<file path="src/rtl/l1_refill_ctrl_if.sv">
// Bundle of all L1 refill handshake signals: miss input, L2 request/response, data RAM, tag RAM and completion.
// The master modport is the refill controller's view. The slave modport is the surrounding L1/L2 logic.
interface l1_refill_ctrl_if #(
    parameter int BLOCK_SIZE    = 32,
    parameter int INDEX_WIDTH   = 7,
    parameter int L2_CMND_WIDTH = 2,
    parameter int L2_SIZE_WIDTH = 3,
    parameter int L2_ADDR_WIDTH = 16,
    parameter int L2_DATA_WIDTH = 32
);
    localparam int OFF_W  = $clog2(BLOCK_SIZE);
    localparam int BEATS  = BLOCK_SIZE * 8 / L2_DATA_WIDTH;
    localparam int BEAT_W = (BEATS > 1) ? $clog2(BEATS) : 1;
    localparam int TAG_W  = L2_ADDR_WIDTH - INDEX_WIDTH - OFF_W;

    logic                          miss_val;
    logic [L2_ADDR_WIDTH-1:0]      miss_addr;
    logic                          miss_rdy;
    logic                          req_val;
    logic [L2_CMND_WIDTH-1:0]      req_cmd;
    logic [L2_SIZE_WIDTH-1:0]      req_size;
    logic [L2_ADDR_WIDTH-1:0]      req_addr;
    logic                          resp_val;
    logic                          resp_err;
    logic                          resp_rdata_val;
    logic [L2_DATA_WIDTH-1:0]      resp_rdata;
    logic                          ram_wen;
    logic [INDEX_WIDTH+BEAT_W-1:0] ram_waddr;
    logic [L2_DATA_WIDTH-1:0]      ram_wdata;
    logic                          tag_wr_val;
    logic [INDEX_WIDTH-1:0]        tag_wr_addr;
    logic [TAG_W:0]                tag_wr_data;
    logic                          refill_done;
    logic                          refill_err;

    modport master (
        input  miss_val, miss_addr, resp_val, resp_err, resp_rdata_val, resp_rdata,
        output miss_rdy, req_val, req_cmd, req_size, req_addr,
               ram_wen, ram_waddr, ram_wdata, tag_wr_val, tag_wr_addr, tag_wr_data,
               refill_done, refill_err
    );

    modport slave (
        output miss_val, miss_addr, resp_val, resp_err, resp_rdata_val, resp_rdata,
        input  miss_rdy, req_val, req_cmd, req_size, req_addr,
               ram_wen, ram_waddr, ram_wdata, tag_wr_val, tag_wr_addr, tag_wr_data,
               refill_done, refill_err
    );
endinterface

</file>
<file path="src/rtl/l1_refill_ctrl.sv">
// L1 line refill sequencer: one L2 burst per miss, beats written into the data RAM, then the tag entry, then done/err.
// Optional watchdog: define L1_REFILL_TIMEOUT_EN to abort a stalled refill after TIMEOUT_CYCLES silent cycles.
module l1_refill_ctrl #(
    parameter int BLOCK_SIZE     = 32,
    parameter int INDEX_WIDTH    = 7,
    parameter int L2_CMND_WIDTH  = 2,
    parameter int L2_SIZE_WIDTH  = 3,
    parameter int L2_ADDR_WIDTH  = 16,
    parameter int L2_DATA_WIDTH  = 32,
    parameter int TIMEOUT_CYCLES = 255
) (
    input logic             clk,
    input logic             rst_n,
    l1_refill_ctrl_if.master bus
);
    localparam int OFF_W  = $clog2(BLOCK_SIZE);
    localparam int BEATS  = BLOCK_SIZE * 8 / L2_DATA_WIDTH;
    localparam int BEAT_W = (BEATS > 1) ? $clog2(BEATS) : 1;
    localparam int TAG_W  = L2_ADDR_WIDTH - INDEX_WIDTH - OFF_W;

    localparam logic [2:0] S_IDLE = 3'd0;
    localparam logic [2:0] S_REQ  = 3'd1;
    localparam logic [2:0] S_DATA = 3'd2;
    localparam logic [2:0] S_TAG  = 3'd3;
    localparam logic [2:0] S_DONE = 3'd4;

    logic [2:0]               state_q, state_d;
    logic [L2_ADDR_WIDTH-1:0] addr_q, addr_d;
    logic [BEAT_W-1:0]        beat_q, beat_d;
    logic                     err_q, err_d;
    logic                     last_beat;
    logic                     wd_expire;

    assign last_beat = (beat_q == BEAT_W'(BEATS - 1));

`ifdef L1_REFILL_TIMEOUT_EN
    localparam int WD_W = $clog2(TIMEOUT_CYCLES + 1);

    logic [WD_W-1:0] wd_q, wd_d;

    // Counts silent cycles while waiting on L2; any header or beat restarts the count.
    always_comb begin
        wd_d      = '0;
        wd_expire = 1'b0;
        if ((state_q == S_REQ) || (state_q == S_DATA)) begin
            if (bus.resp_val || bus.resp_rdata_val) begin
                wd_d = '0;
            end else if (wd_q == WD_W'(TIMEOUT_CYCLES - 1)) begin
                wd_expire = 1'b1;
            end else begin
                wd_d = wd_q + WD_W'(1);
            end
        end
    end

    always_ff @(posedge clk) begin
        if (!rst_n) begin
            wd_q <= '0;
        end else begin
            wd_q <= wd_d;
        end
    end
`else
    assign wd_expire = 1'b0;
`endif

    always_comb begin
        state_d = state_q;
        addr_d  = addr_q;
        beat_d  = beat_q;
        err_d   = err_q;
        case (state_q)
            S_IDLE: begin
                if (bus.miss_val) begin
                    addr_d  = {bus.miss_addr[L2_ADDR_WIDTH-1:OFF_W], {OFF_W{1'b0}}};
                    beat_d  = '0;
                    err_d   = 1'b0;
                    state_d = S_REQ;
                end
            end
            S_REQ: begin
                // Beats cannot arrive before the header, so resp_rdata_val is not looked at here.
                if (bus.resp_val) begin
                    err_d   = bus.resp_err;
                    state_d = bus.resp_err ? S_DONE : S_DATA;
                end else if (wd_expire) begin
                    err_d   = 1'b1;
                    state_d = S_DONE;
                end
            end
            S_DATA: begin
                if (bus.resp_rdata_val) begin
                    beat_d = last_beat ? '0 : beat_q + BEAT_W'(1);
                    if (last_beat) begin
                        state_d = S_TAG;
                    end
                end else if (wd_expire) begin
                    beat_d  = '0;
                    err_d   = 1'b1;
                    state_d = S_DONE;
                end
            end
            S_TAG:   state_d = S_DONE;
            S_DONE:  state_d = S_IDLE;
            default: state_d = S_IDLE;
        endcase
    end

    always_ff @(posedge clk) begin
        if (!rst_n) begin
            state_q <= S_IDLE;
            addr_q  <= '0;
            beat_q  <= '0;
            err_q   <= 1'b0;
        end else begin
            state_q <= state_d;
            addr_q  <= addr_d;
            beat_q  <= beat_d;
            err_q   <= err_d;
        end
    end

    assign bus.miss_rdy    = (state_q == S_IDLE);
    assign bus.req_val     = (state_q == S_REQ);
    assign bus.req_cmd     = '0;
    assign bus.req_size    = L2_SIZE_WIDTH'(OFF_W);
    assign bus.req_addr    = addr_q;
    assign bus.ram_wen     = (state_q == S_DATA) && bus.resp_rdata_val;
    assign bus.ram_waddr   = {addr_q[OFF_W +: INDEX_WIDTH], beat_q};
    assign bus.ram_wdata   = bus.resp_rdata;
    assign bus.tag_wr_val  = (state_q == S_TAG);
    assign bus.tag_wr_addr = addr_q[OFF_W +: INDEX_WIDTH];
    assign bus.tag_wr_data = {1'b1, addr_q[L2_ADDR_WIDTH-1 -: TAG_W]};
    assign bus.refill_done = (state_q == S_DONE);
    assign bus.refill_err  = (state_q == S_DONE) && err_q;
endmodule
</file>
<file path="src/flat_wrapper.sv">
// flat-port wrapper written by rule: the top's interface ports become plain ports
module l1_refill_ctrl_flat 
#(
    parameter int BLOCK_SIZE     = 32,
    parameter int INDEX_WIDTH    = 7,
    parameter int L2_CMND_WIDTH  = 2,
    parameter int L2_SIZE_WIDTH  = 3,
    parameter int L2_ADDR_WIDTH  = 16,
    parameter int L2_DATA_WIDTH  = 32,
    parameter int TIMEOUT_CYCLES = 255
)
  (clk, rst_n, bus_miss_val, bus_miss_addr, bus_resp_val, bus_resp_err, bus_resp_rdata_val, bus_resp_rdata, bus_miss_rdy, bus_req_val, bus_req_cmd, bus_req_size, bus_req_addr, bus_ram_wen, bus_ram_waddr, bus_ram_wdata, bus_tag_wr_val, bus_tag_wr_addr, bus_tag_wr_data, bus_refill_done, bus_refill_err);
  l1_refill_ctrl_if #(.BLOCK_SIZE(BLOCK_SIZE), .INDEX_WIDTH(INDEX_WIDTH), .L2_CMND_WIDTH(L2_CMND_WIDTH), .L2_SIZE_WIDTH(L2_SIZE_WIDTH), .L2_ADDR_WIDTH(L2_ADDR_WIDTH), .L2_DATA_WIDTH(L2_DATA_WIDTH)) bus_i ();
  input logic clk;
  input logic rst_n;
  input wire logic [$bits(bus_i.miss_val)-1:0] bus_miss_val;
  input wire logic [$bits(bus_i.miss_addr)-1:0] bus_miss_addr;
  input wire logic [$bits(bus_i.resp_val)-1:0] bus_resp_val;
  input wire logic [$bits(bus_i.resp_err)-1:0] bus_resp_err;
  input wire logic [$bits(bus_i.resp_rdata_val)-1:0] bus_resp_rdata_val;
  input wire logic [$bits(bus_i.resp_rdata)-1:0] bus_resp_rdata;
  output wire logic [$bits(bus_i.miss_rdy)-1:0] bus_miss_rdy;
  output wire logic [$bits(bus_i.req_val)-1:0] bus_req_val;
  output wire logic [$bits(bus_i.req_cmd)-1:0] bus_req_cmd;
  output wire logic [$bits(bus_i.req_size)-1:0] bus_req_size;
  output wire logic [$bits(bus_i.req_addr)-1:0] bus_req_addr;
  output wire logic [$bits(bus_i.ram_wen)-1:0] bus_ram_wen;
  output wire logic [$bits(bus_i.ram_waddr)-1:0] bus_ram_waddr;
  output wire logic [$bits(bus_i.ram_wdata)-1:0] bus_ram_wdata;
  output wire logic [$bits(bus_i.tag_wr_val)-1:0] bus_tag_wr_val;
  output wire logic [$bits(bus_i.tag_wr_addr)-1:0] bus_tag_wr_addr;
  output wire logic [$bits(bus_i.tag_wr_data)-1:0] bus_tag_wr_data;
  output wire logic [$bits(bus_i.refill_done)-1:0] bus_refill_done;
  output wire logic [$bits(bus_i.refill_err)-1:0] bus_refill_err;
  assign bus_i.miss_val = bus_miss_val;
  assign bus_i.miss_addr = bus_miss_addr;
  assign bus_i.resp_val = bus_resp_val;
  assign bus_i.resp_err = bus_resp_err;
  assign bus_i.resp_rdata_val = bus_resp_rdata_val;
  assign bus_i.resp_rdata = bus_resp_rdata;
  assign bus_miss_rdy = bus_i.miss_rdy;
  assign bus_req_val = bus_i.req_val;
  assign bus_req_cmd = bus_i.req_cmd;
  assign bus_req_size = bus_i.req_size;
  assign bus_req_addr = bus_i.req_addr;
  assign bus_ram_wen = bus_i.ram_wen;
  assign bus_ram_waddr = bus_i.ram_waddr;
  assign bus_ram_wdata = bus_i.ram_wdata;
  assign bus_tag_wr_val = bus_i.tag_wr_val;
  assign bus_tag_wr_addr = bus_i.tag_wr_addr;
  assign bus_tag_wr_data = bus_i.tag_wr_data;
  assign bus_refill_done = bus_i.refill_done;
  assign bus_refill_err = bus_i.refill_err;
  l1_refill_ctrl #(.BLOCK_SIZE(BLOCK_SIZE), .INDEX_WIDTH(INDEX_WIDTH), .L2_CMND_WIDTH(L2_CMND_WIDTH), .L2_SIZE_WIDTH(L2_SIZE_WIDTH), .L2_ADDR_WIDTH(L2_ADDR_WIDTH), .L2_DATA_WIDTH(L2_DATA_WIDTH), .TIMEOUT_CYCLES(TIMEOUT_CYCLES)) u_core (.clk(clk), .rst_n(rst_n), .bus(bus_i));
endmodule
</file>
<file path="config.mk">
export PLATFORM = sky130hd
export DESIGN_NAME = l1_refill_ctrl_flat
export DESIGN_NICKNAME = d
export VERILOG_FILES = /design/src/rtl/l1_refill_ctrl_if.sv /design/src/rtl/l1_refill_ctrl.sv /design/src/flat_wrapper.sv
export SDC_FILE = /design/constraint.sdc
export NUM_CORES = 1
export LEC_CHECK = 0
export CAP_MARGIN = 10
export CELL_PAD_IN_SITES_DETAIL_PLACEMENT = 2
export CELL_PAD_IN_SITES_GLOBAL_PLACEMENT = 2
export CORE_MARGIN = 2
export CORE_UTILIZATION = 12
export DETAILED_ROUTE_END_ITERATION = 16
export PLACE_DENSITY_LB_ADDON = 0.12
export SLEW_MARGIN = 10
export SYNTH_ARGS = -nofsm -noshare
export SYNTH_HDL_FRONTEND = slang
export SYNTH_SLANG_ARGS = --single-unit
</file>
<file path="constraint.sdc">
create_clock -name clk -period 1.4 [get_ports clk]
set_input_delay 0.14 -clock clk [delete_from_list [all_inputs] [get_ports clk]]
set_output_delay 0.14 -clock clk [all_outputs]
set_load 0.01 [all_outputs]
</file>
==> key figures <==
Routing
  • Vias per inst: 3.322
  • Antenna-violating nets left: 0
  • Wirelength per Cell: 13.23 microns
  • Residual DRC: 0
  • Number of DRC markers in iteration 0: 20
  • Drt pass-1 iters: 2
  • Vias: 1073
  • Routed WL: 4272 microns

Cells and area
  • Area grow syn2layout: 49.86%
  • Sequential Area: 371.6 sq um
  • Multi-input gate area: 589.3 sq um
  • Layout cells sized above 1: 35.52%
  • Final core occ: 18.21%
  • # fillers: 1245
  • Fin nets: 240
  • N_diodes: 0
  • Fin area: 0.001948 sq mm

Yosys
  • Top FF cell, synth: dfxtp_1
  • Synth top cells by count: buf_4 (61), nand2_1 (28), dfxtp_1 (18)
  • Synth top area share: 35.23%
  • Synth area leaders: buf_4 (35%), dfxtp_1 (28%), nand2_1 (8.1%)
  • Most numerous cell in the Yosys netlist: buf_4
  • Mapped Area: 0.001300 sq mm
  • Post-synth EDFFs: 0
  • Synth area leader: buf_4
  • Library cells used by synthesis: 28
  • Ys Warns: 0
  • Sequential share of the synthesized area: 27.72%
  • Cells after synthesis: 160
  • FFs w/ async S/R, synth: 0%
  • FF+latch count, synth: 18
  • Synthesized area per cell: 8.125 sq um

Critical path
  • Beginning of the worst register-to-register path: u_core.state_q[2]$_SDFFE_PN0P_
  • Worst Path Required: 1.55 ns
  • Worst reg2reg setup slack: -0.03 ns
  • Critical Path Start Type: register
  • Worst Reg-to-Reg Cells: 5
  • CP Data Arrival Time: 1.59 ns
  • Worst r2r dst: u_core.bus.req_addr[6]$_SDFFE_PN0P_
  • CP Max Fanout: 6
  • Crit path from: u_core.state_q[2]$_SDFFE_PN0P_
  • CP endpoint: u_core.bus.req_addr[6]$_SDFFE_PN0P_
  • Worst setup EP type: register
  • Crit path kind: reg -> reg

Clock tree
  • CTS Hold Buffers Added: 0
  • Max Root-Sink Buffers: 2
  • H-tree levels: 1
  • TritonCTS clock tree: built
  • Clock-pin slew on the worst setup and hold paths: 0.08 ns
  • CTS root buffer: clkbuf_8
  • Clock latency on the worst-skew pair: 0.25 ns
  • Clk sinks: 18
  • Number of buffers created by CTS: 3

Outcome
  • Outcome: complete, but fails checks
  • Failing checks: setup timing

Floorplan
  • Die X: 108.1 microns
  • DIE AREA: 0.01168 sq mm
  • Core area: 0.01070 sq mm
  • Die Y: 108.1 microns
  • Initial Util: 12.15%
  • Num rows: 38
  • I/O pin cnt: 135

Timing
  • # setup viols final: 10
  • Pins Over Slew Limit: 0
  • Max Clock Skew: 0.0005308 ns
  • Period utilization: 102.4%
  • Fin crit period: 1.434 ns
  • Final hold violation count: 0
  • Peak Freq: 697.5 MHz
  • RSZ-0062 raised after global routing: true
  • Final WS setup: -0.03367 ns

Global routing
  • Initial antenna violation count: 0
  • Largest net degree at the start of global routing: 13
  • GRT Overall Usage: 6.750%
  • First-pass GRT wire length: 6023 microns
  • Vias in the first global route: 1118
  • GR Overflow Total: 0

Placement
  • Placer Congestion: 0.6865
  • IO buf count: 54
  • DP Worst Slack: -0.2176 ns
  • DP Area: 0.001653 sq mm
  • Post-DP HPWL: 3059 microns

Power
  • PwrDens: 761.9 mW/mm^2
  • VDD IR max: 0.2495 mV
  • Static Leak: 0.0008117 uW

Worst hold path
  • Hold crit path type: in -> out

Flow run
  • Max_cap viols: 0
-- per-stage QoR --
stage / total power [uW] / std cells / hold WS, ns / setup TNS [ns]
floorplan: 894.7 / 169 / 0.2749 / 0
global placement: 961.0 / 309 / 0.2801 / -2.574
detailed placement: 971.8 / 309 / 0.2801 / -3.240
CTS: 1472 / 316 / 0.2801 / -0.4395
global route: 1571 / 323 / 0.2800 / -1.003
finish: 1484 / 323 / 0.2800 / -0.1656
-- final cells by class --
type                       count  area share [%]
tap                          140           8.992
multi-input combinational     82           30.25
clock buffer                   4           2.826
inverter                       2          0.3854
timing repair buffer          77           38.47
sequential                    18           19.08
-- power breakdown --
group / total [uW] / leakage [uW] / switching (uW) / internal (uW)
clock network: 445 / 0.0000288 / 195 / 250
registers: 570 / 0.000150 / 29.5 / 540
logic: 470 / 0.000633 / 209 / 261
-- logic make-up after synthesis --
logic type	synth area share [%]
flip-flops	27.72
other	0.5777
AO/OA/AOI/OAI	9.048
AND/OR/NAND/NOR	19.15
adder cells (fa/ha/maj)	1.925
buffers and inverters	39.17
multiplexers	2.406
-- critical path: stages (launching register included) --
cell and delay, ns:
dfxtp_2 0.34, buf_6 0.13, buf_4 0.13, or4b_4 0.57, nand2_1 0.11, a21boi_2 0.05
-- registers in the layout, summed over array words and instances (netlist names) --
name / count
u_core.bus.req_addr: 11
u_core.beat_q: 3
u_core.state_q: 3
u_core.err_q: 1
-- repair_timing --
action,4_1_cts,5_1_grt
resized for setup,38,44
gates cloned,1,1
pin swaps,1,24
setup buffers,2,6
setup endpoints to repair,23,27
-- cells in the final DEF (no fill, tap or decap), types with 2 or more instances in the layout --
master,Yosys,layout
a21boi_1,1,6
a21boi_2,0,5
buf_2,2,2
buf_4,61,16
buf_6,2,8
clkbuf_8,0,4
clkdlybuf4s50_1,0,45
conb_1,2,11
dfxtp_1,18,13
dfxtp_2,0,3
dfxtp_4,0,2
dlymetal6s2s_1,0,3
ha_1,2,2
mux2i_1,2,2
nand2_1,28,16
nand2_2,0,9
nand2_4,0,3
nand3_1,3,3
nor2_1,4,4
nor2b_1,2,2
o21ai_2,0,3
or4b_4,1,2
-- layer usage --
layer  share of wire (%)  routed length [microns]  GRT usage [%]
met5                   0                        0              0
met4                 1.6                       69          2.106
met3                 7.5                      322          1.748
met2                  51                     2176          12.26
met1                  40                     1704          7.692
-- how the worst min path moves through the flow --
| stage | from | endpoint | slack [ns] | cells past startpoint |
|---|---|---|---|---|
| 2_1_floorplan | bus_miss_addr[6] | u_core.bus.req_addr[6]$_SDFFE_PN0P_ | 0.27 | 2 |
| 6_report | bus_resp_rdata[17] | bus_ram_wdata[17] | 0.28 | 0 |
| 3_5_place_dp | bus_resp_rdata[2] | bus_ram_wdata[2] | 0.28 | 0 |
| 5_1_grt | bus_resp_rdata[0] | bus_ram_wdata[0] | 0.28 | 0 |
| 4_1_cts | bus_resp_rdata[2] | bus_ram_wdata[2] | 0.28 | 0 |
| 3_3_place_gp | bus_resp_rdata[2] | bus_ram_wdata[2] | 0.28 | 0 |
(Power assumes the default switching activity.)
